**src/rtl/mem_fill_if.sv**
```systemverilog
// Bundle of the miss-request, memory-request, fill-steering and stall signals
// exchanged between the two caches, main memory and mem_fill_arbiter.
// Handshake: a cache raises *_miss and holds it (with its address) until it
// sees its fill_done_* pulse, and drops it on the following cycle. mem_en is a
// fire-and-forget read request. mem_data_valid returns exactly one word per
// request, in issue order, after any latency. The arbiter is the slave side.
interface mem_fill_if #(
    parameter int ADDR_W      = 16,
    parameter int BLOCK_WORDS = 8
);
    localparam int FW_W = $clog2(BLOCK_WORDS);

    logic              i_miss;
    logic [ADDR_W-1:0] i_miss_addr;
    logic              d_miss;
    logic [ADDR_W-1:0] d_miss_addr;
    logic              mem_data_valid;
    logic              mem_en;
    logic [ADDR_W-1:0] mem_addr;
    logic              fill_we_i;
    logic              fill_we_d;
    logic [FW_W-1:0]   fill_word;
    logic              fill_done_i;
    logic              fill_done_d;
    logic              i_stall;
    logic              d_stall;
    logic              busy;
    logic [1:0]        state_dbg;

    modport slave (
        input  i_miss, i_miss_addr, d_miss, d_miss_addr, mem_data_valid,
        output mem_en, mem_addr, fill_we_i, fill_we_d, fill_word,
               fill_done_i, fill_done_d, i_stall, d_stall, busy, state_dbg
    );

    modport master (
        output i_miss, i_miss_addr, d_miss, d_miss_addr, mem_data_valid,
        input  mem_en, mem_addr, fill_we_i, fill_we_d, fill_word,
               fill_done_i, fill_done_d, i_stall, d_stall, busy, state_dbg
    );
endinterface

```
**src/rtl/mem_fill_arbiter.sv**
```systemverilog
// mem_fill_arbiter: shares one main memory between I-cache and D-cache block
// fills. Grants one pending miss, issues the block's word addresses on
// consecutive cycles, counts returned words and steers them to the owner.
// Optional build macro ARB_ROUND_ROBIN_EN: contended grants alternate based on
// the last served cache; without it the D-cache always wins a tie.
// state_dbg exposes the FSM state (0 idle, 1 fill, 2 done).
module mem_fill_arbiter #(
    parameter int ADDR_W      = 16,
    parameter int BLOCK_WORDS = 8,
    parameter int WORD_BYTES  = 2
) (
    input  logic      clk,
    input  logic      rst,
    mem_fill_if.slave bus
);
    localparam int FW_W  = $clog2(BLOCK_WORDS);
    localparam int CNT_W = FW_W + 1;
    localparam int WB_SH = $clog2(WORD_BYTES);
    localparam int OFF_W = $clog2(BLOCK_WORDS * WORD_BYTES);
    localparam logic [CNT_W-1:0] CNT_FULL = CNT_W'(BLOCK_WORDS);
    localparam logic [CNT_W-1:0] CNT_LAST = CNT_W'(BLOCK_WORDS - 1);

    typedef enum logic [1:0] {
        ST_IDLE = 2'd0,
        ST_FILL = 2'd1,
        ST_DONE = 2'd2
    } state_t;

    state_t            state_q, state_d;
    logic [CNT_W-1:0]  issue_cnt_q;
    logic [CNT_W-1:0]  recv_cnt_q;
    logic              owner_is_d_q;   // owner of the fill in progress
    logic [ADDR_W-1:0] base_q;
    logic              any_miss;
    logic              grant_d;
    logic [ADDR_W-1:0] grant_addr;

    assign any_miss   = bus.i_miss | bus.d_miss;
    assign grant_addr = grant_d ? bus.d_miss_addr : bus.i_miss_addr;

`ifdef ARB_ROUND_ROBIN_EN
    logic last_is_d_q;

    // A tie goes to whichever cache was not served last.
    assign grant_d = bus.d_miss & (~bus.i_miss | ~last_is_d_q);

    // Remember the owner of each completed fill for the next tie.
    always_ff @(posedge clk or negedge rst) begin
        if (!rst) begin
            last_is_d_q <= 1'b0;
        end else if (state_q == ST_DONE) begin
            last_is_d_q <= owner_is_d_q;
        end
    end
`else
    // Fixed priority: D-cache misses stall the whole pipeline, so they win.
    assign grant_d = bus.d_miss;
`endif

    // FSM state register.
    always_ff @(posedge clk or negedge rst) begin
        if (!rst) begin
            state_q <= ST_IDLE;
        end else begin
            state_q <= state_d;
        end
    end

    // Next state plus issue/return/done outputs; everything idles at zero.
    always_comb begin
        state_d         = state_q;
        bus.mem_en      = 1'b0;
        bus.mem_addr    = '0;
        bus.fill_we_i   = 1'b0;
        bus.fill_we_d   = 1'b0;
        bus.fill_word   = '0;
        bus.fill_done_i = 1'b0;
        bus.fill_done_d = 1'b0;
        case (state_q)
            ST_IDLE: begin
                if (any_miss) state_d = ST_FILL;
            end
            ST_FILL: begin
                if (issue_cnt_q < CNT_FULL) begin
                    bus.mem_en   = 1'b1;
                    bus.mem_addr = base_q + (ADDR_W'(issue_cnt_q) << WB_SH);
                end
                if (bus.mem_data_valid) begin
                    bus.fill_we_i = ~owner_is_d_q;
                    bus.fill_we_d = owner_is_d_q;
                    bus.fill_word = recv_cnt_q[FW_W-1:0];
                    if (recv_cnt_q == CNT_LAST) state_d = ST_DONE;
                end
            end
            ST_DONE: begin
                bus.fill_done_i = ~owner_is_d_q;
                bus.fill_done_d = owner_is_d_q;
                state_d         = ST_IDLE;
            end
            default: state_d = ST_IDLE;
        endcase
    end

    // Grant latching and issue/receive counters; valids outside FILL are ignored.
    always_ff @(posedge clk or negedge rst) begin
        if (!rst) begin
            issue_cnt_q  <= '0;
            recv_cnt_q   <= '0;
            owner_is_d_q <= 1'b0;
            base_q       <= '0;
        end else begin
            case (state_q)
                ST_IDLE: begin
                    if (any_miss) begin
                        owner_is_d_q <= grant_d;
                        base_q       <= {grant_addr[ADDR_W-1:OFF_W], {OFF_W{1'b0}}};
                        issue_cnt_q  <= '0;
                        recv_cnt_q   <= '0;
                    end
                end
                ST_FILL: begin
                    if (bus.mem_en)         issue_cnt_q <= issue_cnt_q + CNT_W'(1);
                    if (bus.mem_data_valid) recv_cnt_q  <= recv_cnt_q + CNT_W'(1);
                end
                ST_DONE: begin
                    issue_cnt_q <= '0;
                    recv_cnt_q  <= '0;
                end
                default: begin
                    issue_cnt_q <= '0;
                    recv_cnt_q  <= '0;
                end
            endcase
        end
    end

    // Stalls drop in the same cycle as the owner's done pulse; held low in reset.
    assign bus.i_stall   = rst & bus.i_miss & ~bus.fill_done_i;
    assign bus.d_stall   = rst & bus.d_miss & ~bus.fill_done_d;
    assign bus.busy      = (state_q != ST_IDLE);
    assign bus.state_dbg = state_q;
endmodule

```
**src/flat_wrapper.sv**
```systemverilog
// flat-port wrapper written by rule: the top's interface ports become plain ports
module mem_fill_arbiter_flat 
#(
    parameter int ADDR_W      = 16,
    parameter int BLOCK_WORDS = 8,
    parameter int WORD_BYTES  = 2
)
  (clk, rst, bus_i_miss, bus_i_miss_addr, bus_d_miss, bus_d_miss_addr, bus_mem_data_valid, bus_mem_en, bus_mem_addr, bus_fill_we_i, bus_fill_we_d, bus_fill_word, bus_fill_done_i, bus_fill_done_d, bus_i_stall, bus_d_stall, bus_busy, bus_state_dbg);
  mem_fill_if #(.ADDR_W(ADDR_W), .BLOCK_WORDS(BLOCK_WORDS)) bus_i ();
  input  logic clk;
  input  logic rst;
  input wire logic [$bits(bus_i.i_miss)-1:0] bus_i_miss;
  input wire logic [$bits(bus_i.i_miss_addr)-1:0] bus_i_miss_addr;
  input wire logic [$bits(bus_i.d_miss)-1:0] bus_d_miss;
  input wire logic [$bits(bus_i.d_miss_addr)-1:0] bus_d_miss_addr;
  input wire logic [$bits(bus_i.mem_data_valid)-1:0] bus_mem_data_valid;
  output wire logic [$bits(bus_i.mem_en)-1:0] bus_mem_en;
  output wire logic [$bits(bus_i.mem_addr)-1:0] bus_mem_addr;
  output wire logic [$bits(bus_i.fill_we_i)-1:0] bus_fill_we_i;
  output wire logic [$bits(bus_i.fill_we_d)-1:0] bus_fill_we_d;
  output wire logic [$bits(bus_i.fill_word)-1:0] bus_fill_word;
  output wire logic [$bits(bus_i.fill_done_i)-1:0] bus_fill_done_i;
  output wire logic [$bits(bus_i.fill_done_d)-1:0] bus_fill_done_d;
  output wire logic [$bits(bus_i.i_stall)-1:0] bus_i_stall;
  output wire logic [$bits(bus_i.d_stall)-1:0] bus_d_stall;
  output wire logic [$bits(bus_i.busy)-1:0] bus_busy;
  output wire logic [$bits(bus_i.state_dbg)-1:0] bus_state_dbg;
  assign bus_i.i_miss = bus_i_miss;
  assign bus_i.i_miss_addr = bus_i_miss_addr;
  assign bus_i.d_miss = bus_d_miss;
  assign bus_i.d_miss_addr = bus_d_miss_addr;
  assign bus_i.mem_data_valid = bus_mem_data_valid;
  assign bus_mem_en = bus_i.mem_en;
  assign bus_mem_addr = bus_i.mem_addr;
  assign bus_fill_we_i = bus_i.fill_we_i;
  assign bus_fill_we_d = bus_i.fill_we_d;
  assign bus_fill_word = bus_i.fill_word;
  assign bus_fill_done_i = bus_i.fill_done_i;
  assign bus_fill_done_d = bus_i.fill_done_d;
  assign bus_i_stall = bus_i.i_stall;
  assign bus_d_stall = bus_i.d_stall;
  assign bus_busy = bus_i.busy;
  assign bus_state_dbg = bus_i.state_dbg;
  mem_fill_arbiter #(.ADDR_W(ADDR_W), .BLOCK_WORDS(BLOCK_WORDS), .WORD_BYTES(WORD_BYTES)) u_core (.clk(clk), .rst(rst), .bus(bus_i));
endmodule
```
**config.mk**
```make
export PLATFORM = sky130hd
export DESIGN_NAME = mem_fill_arbiter_flat
export DESIGN_NICKNAME = d
export VERILOG_FILES = /design/src/rtl/mem_fill_if.sv /design/src/rtl/mem_fill_arbiter.sv /design/src/flat_wrapper.sv
export SDC_FILE = /design/constraint.sdc
export NUM_CORES = 1
export LEC_CHECK = 0
export ABC_AREA = 1
export CAP_MARGIN = 0
export CORE_MARGIN = 8
export CORE_UTILIZATION = 44
export CTS_CLUSTER_SIZE = 14
export DETAILED_ROUTE_END_ITERATION = 8
export MAX_ROUTING_LAYER = met4
export PLACE_DENSITY = 0.81
export SETUP_SLACK_MARGIN = 0.02
export SYNTH_ARGS = -nofsm -noshare
export SYNTH_HDL_FRONTEND = slang
export SYNTH_SLANG_ARGS = --single-unit
```
**constraint.sdc**
```tcl
create_clock -name clk -period 1.8 [get_ports clk]
set_input_delay 0.27 -clock clk [delete_from_list [all_inputs] [get_ports clk]]
set_output_delay 0.27 -clock clk [all_outputs]
set_load 0.01 [all_outputs]
```
; Word-level counts from Yosys, hierarchy flattened
; Cells that the tools add are included.
[classes]
n_addsub = 3
magnitude_cmp = 1
n_eq_ne = 7
n_mux = 22
bitwise = 8
n_reduce_logical = 6
[op_table]
columns = op, n
row1 = $mux W16, 3
row2 = $add A16 B5 Y16, 1
row3 = $pmux W4 S2, 2
row4 = $mux W4, 3
row5 = $add A4 B1 Y4 const B, 2
row6 = $mux W1, 8
row7 = $mux W2, 3
row8 = $mux W3, 2
row9 = $reduce_and A2 Y1, 3
row10 = $and A1 B1 Y1, 4
row11 = $eq A4 B3 Y1 const B, 1
row12 = $lt A4 B4 Y1 const B, 1
row13 = $ne A2 B1 Y1 const B, 2
row14 = $ne A2 B2 Y1 const B, 2
row15 = $pmux W2 S2, 1
row16 = $not A1 Y1, 3
row17 = $reduce_and A3 Y1, 1
row18 = $eq A2 B1 Y1 const B, 1
row19 = $eq A2 B2 Y1 const B, 1
row20 = $logic_not A2 Y1, 1
row21 = $reduce_bool A2 Y1, 1
row22 = $or A1 B1 Y1, 1
[word_totals]
ff_bits = 23
input_bits = 37
wordCells = 52

; Longest topological paths before layout
[logic_depth]
word_depth = 5
ltp_mapped = 7
mapped_depth_nobuf = 6

; Worst setup path after synthesis
; OpenSTA, ideal clock, no wires.
[synth_timing]
kind = register to output
start = register u_core.state_q[1] (netlist: u_core.bus.state_dbg[1])
end = output port bus_mem_addr[14]
arrival_time_ns = 1.186
path_slack_ns = 0.344
stages_incl_launch_ff = 7
cell_sequence = dfrtp_1 nor2_4 inv_4 nor2_8 inv_4 buf_6 a21oi_4
[synth_between]
elab_chain_len = 2
[synth_rtl]
columns = item, line
row1 = start: declaration, mem_fill_arbiter.sv:29  ; state_t state_q, state_d;
row2 = start signal: assignment, mem_fill_arbiter.sv:65  ; state_q <= state_d;
row3 = $eq A2 B1 Y1, mem_fill_arbiter.sv:79  ; case (state_q)
row4 = $mux W16, mem_fill_arbiter.sv:79
row5 = end: declaration, flat_wrapper.sv:18  ; output wire logic [$bits(bus_i.mem_addr)-1:0] bus_mem_addr;
; Every way passes these cells.

; Worst setup path in the final report
[layout_timing]
start = register u_core.state_q[0] (netlist: u_core.bus.state_dbg[0])
end = output port bus_mem_en
[layout_between]
elab_chain_len = 2
[layout_rtl]
columns = item, line
row1 = $eq A2 B1 Y1, mem_fill_arbiter.sv:79
row2 = $mux W1, mem_fill_arbiter.sv:79
row3 = end: declaration, flat_wrapper.sv:17  ; output wire logic [$bits(bus_i.mem_en)-1:0] bus_mem_en;
; Every way passes these cells.

==> results.txt <==
----------------------------------------------------
[Critical path]
  Critical Path Fanout Max ... 3
  Worst setup path startpoint ... u_core.bus.state_dbg[0]
  Critical Path AT ... around 1500 ps
  Data required time at the worst endpoint ... between 1500 and 2000 ps
  Startpoint Class ... flop
  Crit end category ... output pin
  Beginning of the worst register-to-register path ... u_core.bus.state_dbg[1]
  Kind of critical path ... flop to output pin

[Die]
  Floorplan die width ... roughly 73 um
  Vertical die dimension ... 73.3 um
  Die area ... about 0.0054 mm2
  Core outline area ... approximately 0.0032 mm2
  Number of placed I/O pins ... 66
  Starting utilization of the core area ... about 45%
  Rows ... 21

[GRT]
  Total grt overflow ... 0
  Pin count of the biggest net entering global routing ... 24
  Antenna violations before repair ... 0
  Overall fraction of global-route tracks in use ... ~15%
  Vias in the first global route ... ~1400
  First-pass GRT wire length ... between 6 and 7 mm

[Drt]
  Detailed Route WL ... approximately 4 mm
  Count of vias placed by the detailed router ... about 1600
  Iter 0 DRT Violations ... 69
  Count of nets left with antenna violations after detail routing ... 0
  Detailed Routing Iterations Pass 1 ... 5
  Post-DR wirelength/cell ... 12.2 um
  Drt via density ... around 4.8
  Detailed-route DRC error count ... 0

[Timing]
  Max Clk Rate ... slightly below 0.6 GHz
  Shortest period the worst path allows ... between 1500 and 2000 ps
  Final setup vio count ... 0
  Post-route clock skew ... 13.8 ps
  Count of pins over their slew limit ... 0
  Setup TNS ... 0 ps
  Setup repair after global routing missed its margin ... yes
  Fraction of the cycle the final worst path needs ... 95.7%
  Final hold violation count ... 0
  Hold Slack ... 354 ps
  Final Worst Setup Slack ... about 77 ps

[Synthesis]
  Post-synth top flop ... sky130_fd_sc_hd__dfrtp_1
  Library cells used by synthesis ... 27
  Post-synth net total ... roughly 250
  Seq cells post-synth ... 23
  Number of synthesized flops with an enable pin ... 0
  Share of synthesized area occupied by flip-flops and latches ... 39.9%
  Share of synthesized flip-flops with an asynchronous set or reset ... 100%
  Mean instance size in the synthesized netlist ... roughly 6.9 um2
  Number of standard cells after synthesis ... 209
  Mapped cell area ... about 0.0014 mm2
  Yosys warning count ... 0

[Layout]
  Number of antenna cells inserted ... 0
  Commonest non-fill, non-tap cells in the layout ... sky130_fd_sc_hd__nand2_1, sky130_fd_sc_hd__clkdlybuf4s50_1, sky130_fd_sc_hd__dfrtp_1
  Commonest non-fill, non-tap cell in the layout ... sky130_fd_sc_hd__nand2_1
  # fillers ... roughly 300
  Ratio of cells with drive above 1 in the final layout ... ~23%
  Syn-to-layout area delta ... 44.7%
  Layout Nets ... ~320

[Power and ir drop]
  Pint ... 1.62 mW
  Logic pwr share ... between 60% and 70%
  Worst vdd rail ir drop ... 0.609 mV
  Net Sw Power ... 1.39 mW
  Fraction of power consumed by sequential logic ... between 30 and 40%
  Sw Share ... around 46%
  Leakage dissipation ... around 1.1 nW
  Pwr per Cell Area ... ~1400 mW/mm2
  Clk network pwr share ... 8.6%

[CTS]
  Clock buffer depth ... 2
  Clock latency on the worst-skew pair ... between 300 and 400 ps
  Count of hold-fix buffers inserted at cts ... 0
  H-tree Lvls ... 1
  CTS clk-pin slew, worst paths ... 140 ps
  Clock root buffer master ... sky130_fd_sc_hd__clkbuf_4
  Clock buffers created by TritonCTS ... 3
  Clock tree from TritonCTS ... done
  Count of clock tree sinks ... 23

[Placed design]
  Setup WS pre-CTS ... -51.5 ps
  Placer Congestion ... between 0.7 and 0.8
  Number of I/O port buffers ... between 50 and 60
  DP Wirelength ... 3.09 mm

[Hold path]
  Hold WC Path Type ... input port to async pin

[Outcome]
  Run status ... finished, final reports clean

[Run]
  MaxCap Viol Count ... 0

----------------------------------------------------
[cell families after synthesis]
group | after synthesis | synth area share [%]
AOI/OAI and AO/OA | 23 | 9.19
xor gates and xnor gates | 1 | 0.607
adders and majority gates | 2 | 1.73
buffers and inverters | 31 | 9.62
DFF | 23 | 39.9
other | 1 | 0.260
and+or+nand+nor | 128 | 38.7
[power by group through the flow]
stage / registers (mW) / clock network [mW] / logic [mW]
after floorplan: 0.908 / 0 / 1.09
after global placement: 0.930 / 0 / 1.94
after detailed placement: 0.940 / 0 / 1.98
after CTS: 0.930 / 0.260 / 1.84
after global routing: 0.963 / 0.283 / 2.03
final: 0.934 / 0.259 / 1.82
[cell usage after synthesis, types with 2 or more instances]
master                    count  area (um2)
sky130_fd_sc_hd__nor2_2       8        50.1
sky130_fd_sc_hd__a21oi_1      4        20.0
sky130_fd_sc_hd__or2_2        2        12.5
sky130_fd_sc_hd__buf_4        2        15.0
sky130_fd_sc_hd__inv_2        2        7.51
sky130_fd_sc_hd__dfrtp_1     23         576
sky130_fd_sc_hd__inv_4        2        12.5
sky130_fd_sc_hd__o21ai_0     15        75.1
sky130_fd_sc_hd__nor2_1      17        63.8
sky130_fd_sc_hd__nand2_1     83         312
sky130_fd_sc_hd__nand3_1     13        65.1
sky130_fd_sc_hd__nor2_4       2        22.5
sky130_fd_sc_hd__ha_1         2        25.0
sky130_fd_sc_hd__inv_1       21        78.8
[final timing paths]
path | slack [ps] | endpoint | cells past startpoint
max reg2reg | 300 | u_core.base_q[15] | 7
min | 350 | u_core.bus.state_dbg[1] | 2
min in group clk | 540 | u_core.base_q[7] | 3
max in group asynchronous | 1200 | u_core.base_q[15] | 2
min reg2reg | 560 | u_core.base_q[7] | 2
max | 80 | bus_mem_en | 6
[area by class of cell]
class | instances | area, um2 | share of cell area (%)
Clock buffer | 3 | 22.5 | 1.08
Clock inverter | 1 | 7.51 | 0.359
Inverter | 25 | 104 | 4.97
Multi-Input combinational cell | 155 | 744 | 35.6
Sequential cell | 23 | 576 | 27.5
Tap cell | 46 | 57.6 | 2.75
Timing Repair Buffer | 72 | 578 | 27.7
[layer usage]
| metal | vias up | global-route usage [%] | part of all wire (%) |
|---|---|---|---|
| li1 | 785 | - | - |
| met1 | 707 | 18.5 | 45 |
| met2 | 56 | 24.7 | 49 |
| met3 | 8 | 1.77 | 3.5 |
| met4 | 0 | 8.00 | 2.4 |
| met5 | - | - | 0 |
[flip-flops by register name, indices dropped and copies added (netlist names)]
name                  count
u_core.bus.state_dbg      2
u_core.recv_cnt_q         4
u_core.owner_is_d_q       1
u_core.issue_cnt_q        4
u_core.base_q            12
[per-stage QoR]
| stage | std cells | instance area, um2 | utilization [%] | power (mW) |
|---|---|---|---|---|
| final | 325 | 2090 | 64.7 | 3.01 |
| after global routing | 325 | 2090 | 64.7 | 3.28 |
| after CTS | 322 | 2130 | 65.9 | 3.03 |
| after detailed placement | 318 | 2120 | 65.6 | 2.92 |
| after global placement | 318 | 2120 | 65.6 | 2.87 |
| after floorplan | 209 | 1440 | - | 1.99 |
[repair_timing]
| action | in CTS | in global routing |
|---|---|---|
| setup buffers | 0 | 3 |
| pin swaps | 1 | 1 |
| setup endpoints to repair | 26 | 20 |
| gates resized for setup | 56 | 28 |
[worst max-delay path, stage by stage (launching register included)]
cell and delay (ps):
sky130_fd_sc_hd__dfrtp_1 390, sky130_fd_sc_hd__inv_2 60, sky130_fd_sc_hd__nor2_4 150, sky130_fd_sc_hd__inv_4 60, sky130_fd_sc_hd__nor2_8 110, sky130_fd_sc_hd__buf_4 130
sky130_fd_sc_hd__clkdlybuf4s15_1 230
Note: power is estimated with default switching activity, not from simulation.
==> edit 1 (config.mk and constraints unchanged) <==
`WORD_BYTES` is set to 2 in 2 places; all go to 4.
--- a/src/rtl/mem_fill_arbiter.sv
+++ b/src/rtl/mem_fill_arbiter.sv
@@ -9,3 +9,3 @@
     parameter int BLOCK_WORDS = 8,
-    parameter int WORD_BYTES  = 2
+    parameter int WORD_BYTES  = 4
 ) (
--- a/src/flat_wrapper.sv
+++ b/src/flat_wrapper.sv
@@ -5,3 +5,3 @@
     parameter int BLOCK_WORDS = 8,
-    parameter int WORD_BYTES  = 2
+    parameter int WORD_BYTES  = 4
 )
Behaviour: not the same (Yosys sat finds a counterexample within 4 cycles, from zero or initial values and one cycle with rst low).
==> edit 1 against the original RTL <==
Sequential power decreased by 8.9%; clock skew decreased by 0.00095 ns; clock power decreased by 11%; core utilization increased by 2.5 points; synthesized area decreased by 3.2%; cell count decreased by 5.2%; non-clock buffer count decreased by 3; global-route usage decreased by 0.17 points; sequential cell count decreased by 1; final area decreased by 2.8%; power decreased by 12%; setup slack got worse by 0.0063 ns; wire length decreased by 8.2%; largest power group unchanged; critical endpoint is now bus_mem_addr[13]; largest cell class unchanged.
==> edit 1: results (changes against the original RTL) <==
The maximum clock path buffer count is 2 (unchanged), and the wire length per cell is 11.86 µm (was 12.24 µm). The proportion of layout cells with a drive suffix above 1 was 24.62% (was 22.94%); the estimated wirelength of the detail-placed design was 2828 µm (was 3085 µm). The run gives 0.01280 ns (was 0.01375 ns) as the worst clock skew on the final layout.

The pin count of the biggest net entering global routing is 21 (was 24). Classification of the worst-slack hold path: input pin to async pin (unchanged). The post-synthesis share of cell area spent on full adders, half adders and majority gates came out at 2.686% (was 1.733%).

The path depth of the worst reg2reg path is 6 (was 7). The run gives 15.20% (was 15.37%) as the overall track demand over capacity in global routing. The run finished with clean final reports. For the final net count, the log shows 306 (was 319).

The mean cell area of the mapped netlist came out at 7.059 µm² (was 6.909 µm²). The run gives 0.5682 mV (was 0.6090 mV) as the peak supply drop. The via count of the first global-routing pass is 1468 (was 1444). The routability congestion estimate was 0.8549 (was 0.7876); the cell count after placement was 300 (was 318). The violation count after the first detailed-routing iteration is 33 (was 69), and the port buffer count is 53 (was 56). The xor/xnor cell area share of the yosys netlist is 0.6267% (was 0.6066%), and the share of cell area taken by muxes after synthesis is 0% (unchanged). The clock-pin slew on the worst setup and hold paths is 0.11 ns (was 0.14 ns). The later pin in the worst-skew pair is clocked with a latency of 0.32 ns. For the filler cell count in the final layout, the log shows 280 (was 301). The post-placement worst setup slack is -0.1828 ns (was -0.05153 ns), and the compound-gate portion of the synthesized area is 10.21% (was 9.185%). The leakage power figure was 1.100 nW (was 1.093 nW).

The run gives 3652 µm (was 3978 µm) as the final wirelength. Ranking of synthesized cells by instance count: sky130_fd_sc_hd__nand2_1, sky130_fd_sc_hd__inv_1, sky130_fd_sc_hd__dfrtp_1, sky130_fd_sc_hd__nor2_1, sky130_fd_sc_hd__nand3_1 (was sky130_fd_sc_hd__nand2_1, sky130_fd_sc_hd__dfrtp_1, sky130_fd_sc_hd__inv_1, sky130_fd_sc_hd__nor2_1, sky130_fd_sc_hd__o21ai_0). Synth top area cells: sky130_fd_sc_hd__dfrtp_1, sky130_fd_sc_hd__nand2_1, sky130_fd_sc_hd__inv_1, sky130_fd_sc_hd__nor2_1, sky130_fd_sc_hd__nand3_1 (was sky130_fd_sc_hd__dfrtp_1, sky130_fd_sc_hd__nand2_1, sky130_fd_sc_hd__inv_1, sky130_fd_sc_hd__o21ai_0, sky130_fd_sc_hd__nand3_1).

The wire length of the first global-routing pass was 6299 µm (was 6341 µm); the total number of yosys warnings was 0 (unchanged). The post-place instance area came out at 2011 µm² (was 2120 µm²). The average vias per placed instance was 4.549 (was 4.788); the number of distinct standard cells referenced by the synthesized netlist was 24 (was 27).

Share of the yosys chip area belonging to registers: 39.39% (was 39.86%). Largest registers: u_core.base_q (11), u_core.issue_cnt_q (4), u_core.recv_cnt_q (4) (was u_core.base_q (12), u_core.issue_cnt_q (4), u_core.recv_cnt_q (4)). The run gives 4 (was 5) as the number of optimization iterations in the first detailed-route pass.
edit 1: cell count changes after synthesis, sizes merged, moves of 2 or more:
| cell | change |
|---|---|
| nand2 | -12 |
| inv | +7 |
| a21oi | -4 |
| clkbuf | -2 |
| buf | +3 |
| nor2 | -4 |
edit 1: path summary, 6_finish.rpt:
path	start	endpoint	slack (ns)
min reg2reg	u_core.base_q[6]	u_core.base_q[6]	0.51
max in group asynchronous	rst	u_core.base_q[7]	1.15
min in group clk	u_core.base_q[6]	u_core.base_q[6]	0.51
max reg2reg	u_core.bus.state_dbg[1]	u_core.base_q[6]	0.40
max	u_core.issue_cnt_q[3]	bus_mem_addr[13]	0.07
min	rst	u_core.base_q[11]	0.33
edit 1: report_power, final:
group	internal (W)	switching [W]	leakage (nW)	total [W]
logic	0.000680	0.000895	0.805	0.00158
clock network	0.0000783	0.000153	0.0138	0.000231
registers	0.000695	0.000156	0.281	0.000851
edit 1: final cells by class:
| cell class | count | area, µm² | area share [%] |
|---|---|---|---|
| clock buffer | 3 | 22.52 | 1.108 |
| inverter | 32 | 125.1 | 6.158 |
| multi-input combinational | 138 | 701.9 | 34.54 |
| sequential | 22 | 550.5 | 27.09 |
| tap | 44 | 55.05 | 2.709 |
| timing repair buffer | 69 | 576.8 | 28.39 |
edit 1: stage by stage:
stage,utilization [%],hold WS [ns]
after detailed placement,66.41,0.4752
after CTS,66.98,0.3211
after global routing,67.11,0.3527
after global placement,66.41,0.4733
after floorplan,-,-0.02559
final,67.11,0.3319
edit 1: logic make-up (layout without fill, tap and decap cells):
logic type,Yosys count,in the layout
compound gates,20,20
buf+inv,39,104
xor+xnor,1,1
fa+ha+maj,3,3
simple gates,112,112
other cells,1,2
flops,22,22
edit 1: critical path, stage by stage (launching register included):
cell                      delay, ns
sky130_fd_sc_hd__dfrtp_1       0.40
sky130_fd_sc_hd__buf_4         0.15
sky130_fd_sc_hd__nor2_4        0.11
sky130_fd_sc_hd__buf_6         0.12
sky130_fd_sc_hd__buf_6         0.10
sky130_fd_sc_hd__nand2_2       0.04
sky130_fd_sc_hd__nor2_1        0.10
sky130_fd_sc_hd__buf_2         0.14
edit 1: routing by layer:
metal	global-route usage, %	routed length (µm)	vias up
met5	-	0	-
met4	5.215	35	0
met3	4.959	278	4
met2	24.57	1719	42
met1	17.22	1619	625
li1	-	-	730
edit 1: repair_timing:
action	4_1_cts	5_1_grt
buffers inserted	2	3
pin swaps	2	5
setup endpoints to repair	25	18
resized for setup	63	25
==> edit 2 (same flow settings) <==
Without the edit above. One comparison of `recv_cnt_q` changes from == to >=.
--- a/src/rtl/mem_fill_arbiter.sv
+++ b/src/rtl/mem_fill_arbiter.sv
@@ -91,3 +91,3 @@
                     bus.fill_word = recv_cnt_q[FW_W-1:0];
-                    if (recv_cnt_q == CNT_LAST) state_d = ST_DONE;
+                    if (recv_cnt_q >= CNT_LAST) state_d = ST_DONE;
                 end
Check against the original RTL: no difference found for any inputs over 10 cycles, from zero or initial values and one cycle with rst low; that may be too few to reach the edited logic, so the function may still have changed.
==> edit 2 against the original RTL <==
Final area increased by 3.4%; core utilization increased by 5.5 points; setup slack got worse by 0.021 ns; die area decreased by 0.41%; wire length decreased by 3.6%; first-iteration DRC count increased by 16%; worst hold slack improved by 0.013 ns; clock skew decreased by 0.0073 ns; sequential cell count unchanged; power increased by 2.1%; synthesized area decreased by 0.52%; combinational power increased by 7%.
==> edit 2: results (changes against the original RTL) <==
The area added between synthesis and finish was 50.44% (was 44.71%). For the filler cell count in the final layout, the log shows 261 (was 301). The number of distinct standard cells referenced by the synthesized netlist came out at 23 (was 27). The non-clock inverter count in the final layout is 30 (was 25).

The clock distribution area overhead in the final layout came out at 1.216% (was 1.437%). Synth top area cells: sky130_fd_sc_hd__dfrtp_1, sky130_fd_sc_hd__nand2_1, sky130_fd_sc_hd__inv_1, sky130_fd_sc_hd__o21ai_2, sky130_fd_sc_hd__nor2_1 (was sky130_fd_sc_hd__dfrtp_1, sky130_fd_sc_hd__nand2_1, sky130_fd_sc_hd__inv_1, sky130_fd_sc_hd__o21ai_0, sky130_fd_sc_hd__nand3_1). For the number of well taps, the log shows 44 (was 46). The count of cells resized by post-cts repair was 73 (was 56). End point of the critical path: bus_mem_addr[7] (was bus_mem_en).

The area of the multi-input gates was 770.7 µm² (was 744.5 µm²). For the final wirelength, the log shows 3836 µm (was 3978 µm). The flow ran to the end, and the final reports show no timing, DRC or antenna violations. The multi-input gate count is 147 (was 155), and the wire length of the first global-routing pass is 6644 µm (was 6341 µm). The logs give 15.96% (was 15.37%) for the overall track demand over capacity in global routing and 23 (unchanged) for the final sequential cell count.

The later-pin clock latency in the skew report is 0.30 ns (was 0.33 ns), and the post-synthesis share of cell area spent on full adders, half adders and majority gates is 1.742% (was 1.733%). The number of optimization iterations in the first detailed-route pass was 4 (was 5); the xor/xnor cell area share of the yosys netlist was 0.6098% (was 0.6066%). The post-place instance area was 2088 µm² (was 2120 µm²). The logs give 1.122 nW (was 1.093 nW) for the leakage power figure and 4 (was 0) for the setup fix buffers added after clock tree synthesis. The worst-path maximum fanout was 7 (was 3); the pin count of the biggest net entering global routing was 25 (was 24). The number of clock buffer instances in the layout is 4 (was 3), and the final net count is 314 (was 319).

The startpoint of the lowest-slack register-to-register path was u_core.bus.state_dbg[0] (was u_core.bus.state_dbg[1]). The arrival time at the worst endpoint is 1.47 ns (was 1.45 ns). The tools report the worst clock skew on the final layout as 0.006474 ns (was 0.01375 ns).

The run gives 1457 (was 1556) as the via count. Compound-gate portion of the synthesized area: 11.59% (was 9.185%). Proportion of layout cells with a drive suffix above 1: 27.01% (was 22.94%). The start point of the critical path was u_core.bus.state_dbg[1] (was u_core.bus.state_dbg[0]). The cell area after synthesis is 1436 µm² (was 1444 µm²). The worst-case register-to-register setup slack came out at 0.41 ns (was 0.30 ns).
==> edit 2: how the worst min path moves through the flow <==
stage,depth (start not counted),start,endpoint
after floorplan,0,rst,u_core.base_q[10]
after global placement,2,u_core.issue_cnt_q[1],u_core.issue_cnt_q[1]
after detailed placement,2,u_core.issue_cnt_q[1],u_core.issue_cnt_q[1]
after CTS,2,rst,u_core.owner_is_d_q
after global routing,2,rst,u_core.bus.state_dbg[1]
final,2,rst,u_core.owner_is_d_q
==> edit 2: metrics by stage <==
step | power (W) | worst slack (ns) | hold slack [ns] | cells
6_report | 0.003076 | 0.05588 | 0.3668 | 318
5_1_grt | 0.003347 | -0.03980 | 0.3984 | 318
4_1_cts | 0.002873 | 0.02059 | 0.3828 | 318
3_5_place_dp | 0.002676 | -0.04497 | 0.5062 | 310
3_3_place_gp | 0.002633 | -0.03319 | 0.4908 | 310
2_1_floorplan | 0.001836 | 0.3292 | -0.02559 | 206
==> edit 2: worst reg2reg max path, cell delays in order, from the launching register on <==
cell,delay [ns]
sky130_fd_sc_hd__dfrtp_1,0.44
sky130_fd_sc_hd__buf_4,0.16
sky130_fd_sc_hd__nor2_2,0.13
sky130_fd_sc_hd__inv_2,0.08
sky130_fd_sc_hd__a21oi_4,0.16
sky130_fd_sc_hd__buf_12,0.19
sky130_fd_sc_hd__nand2_1,0.10
sky130_fd_sc_hd__o21ai_2,0.06
==> edit 2: report_power, final <==
part           switching, W  leakage (nW)  internal, W  total [W]
registers          0.000171         0.290     0.000731   0.000902
clock network      0.000149        0.0150    0.0000863   0.000235
logic               0.00106         0.816     0.000884    0.00194
==> edit 2: metal layers <==
metal	vias up	GRT usage, %	wire (µm)
met5	-	-	0
met3	2	2.747	158
met4	0	4.889	33
met1	646	20.63	1779
li1	771	-	-
met2	38	24.73	1864
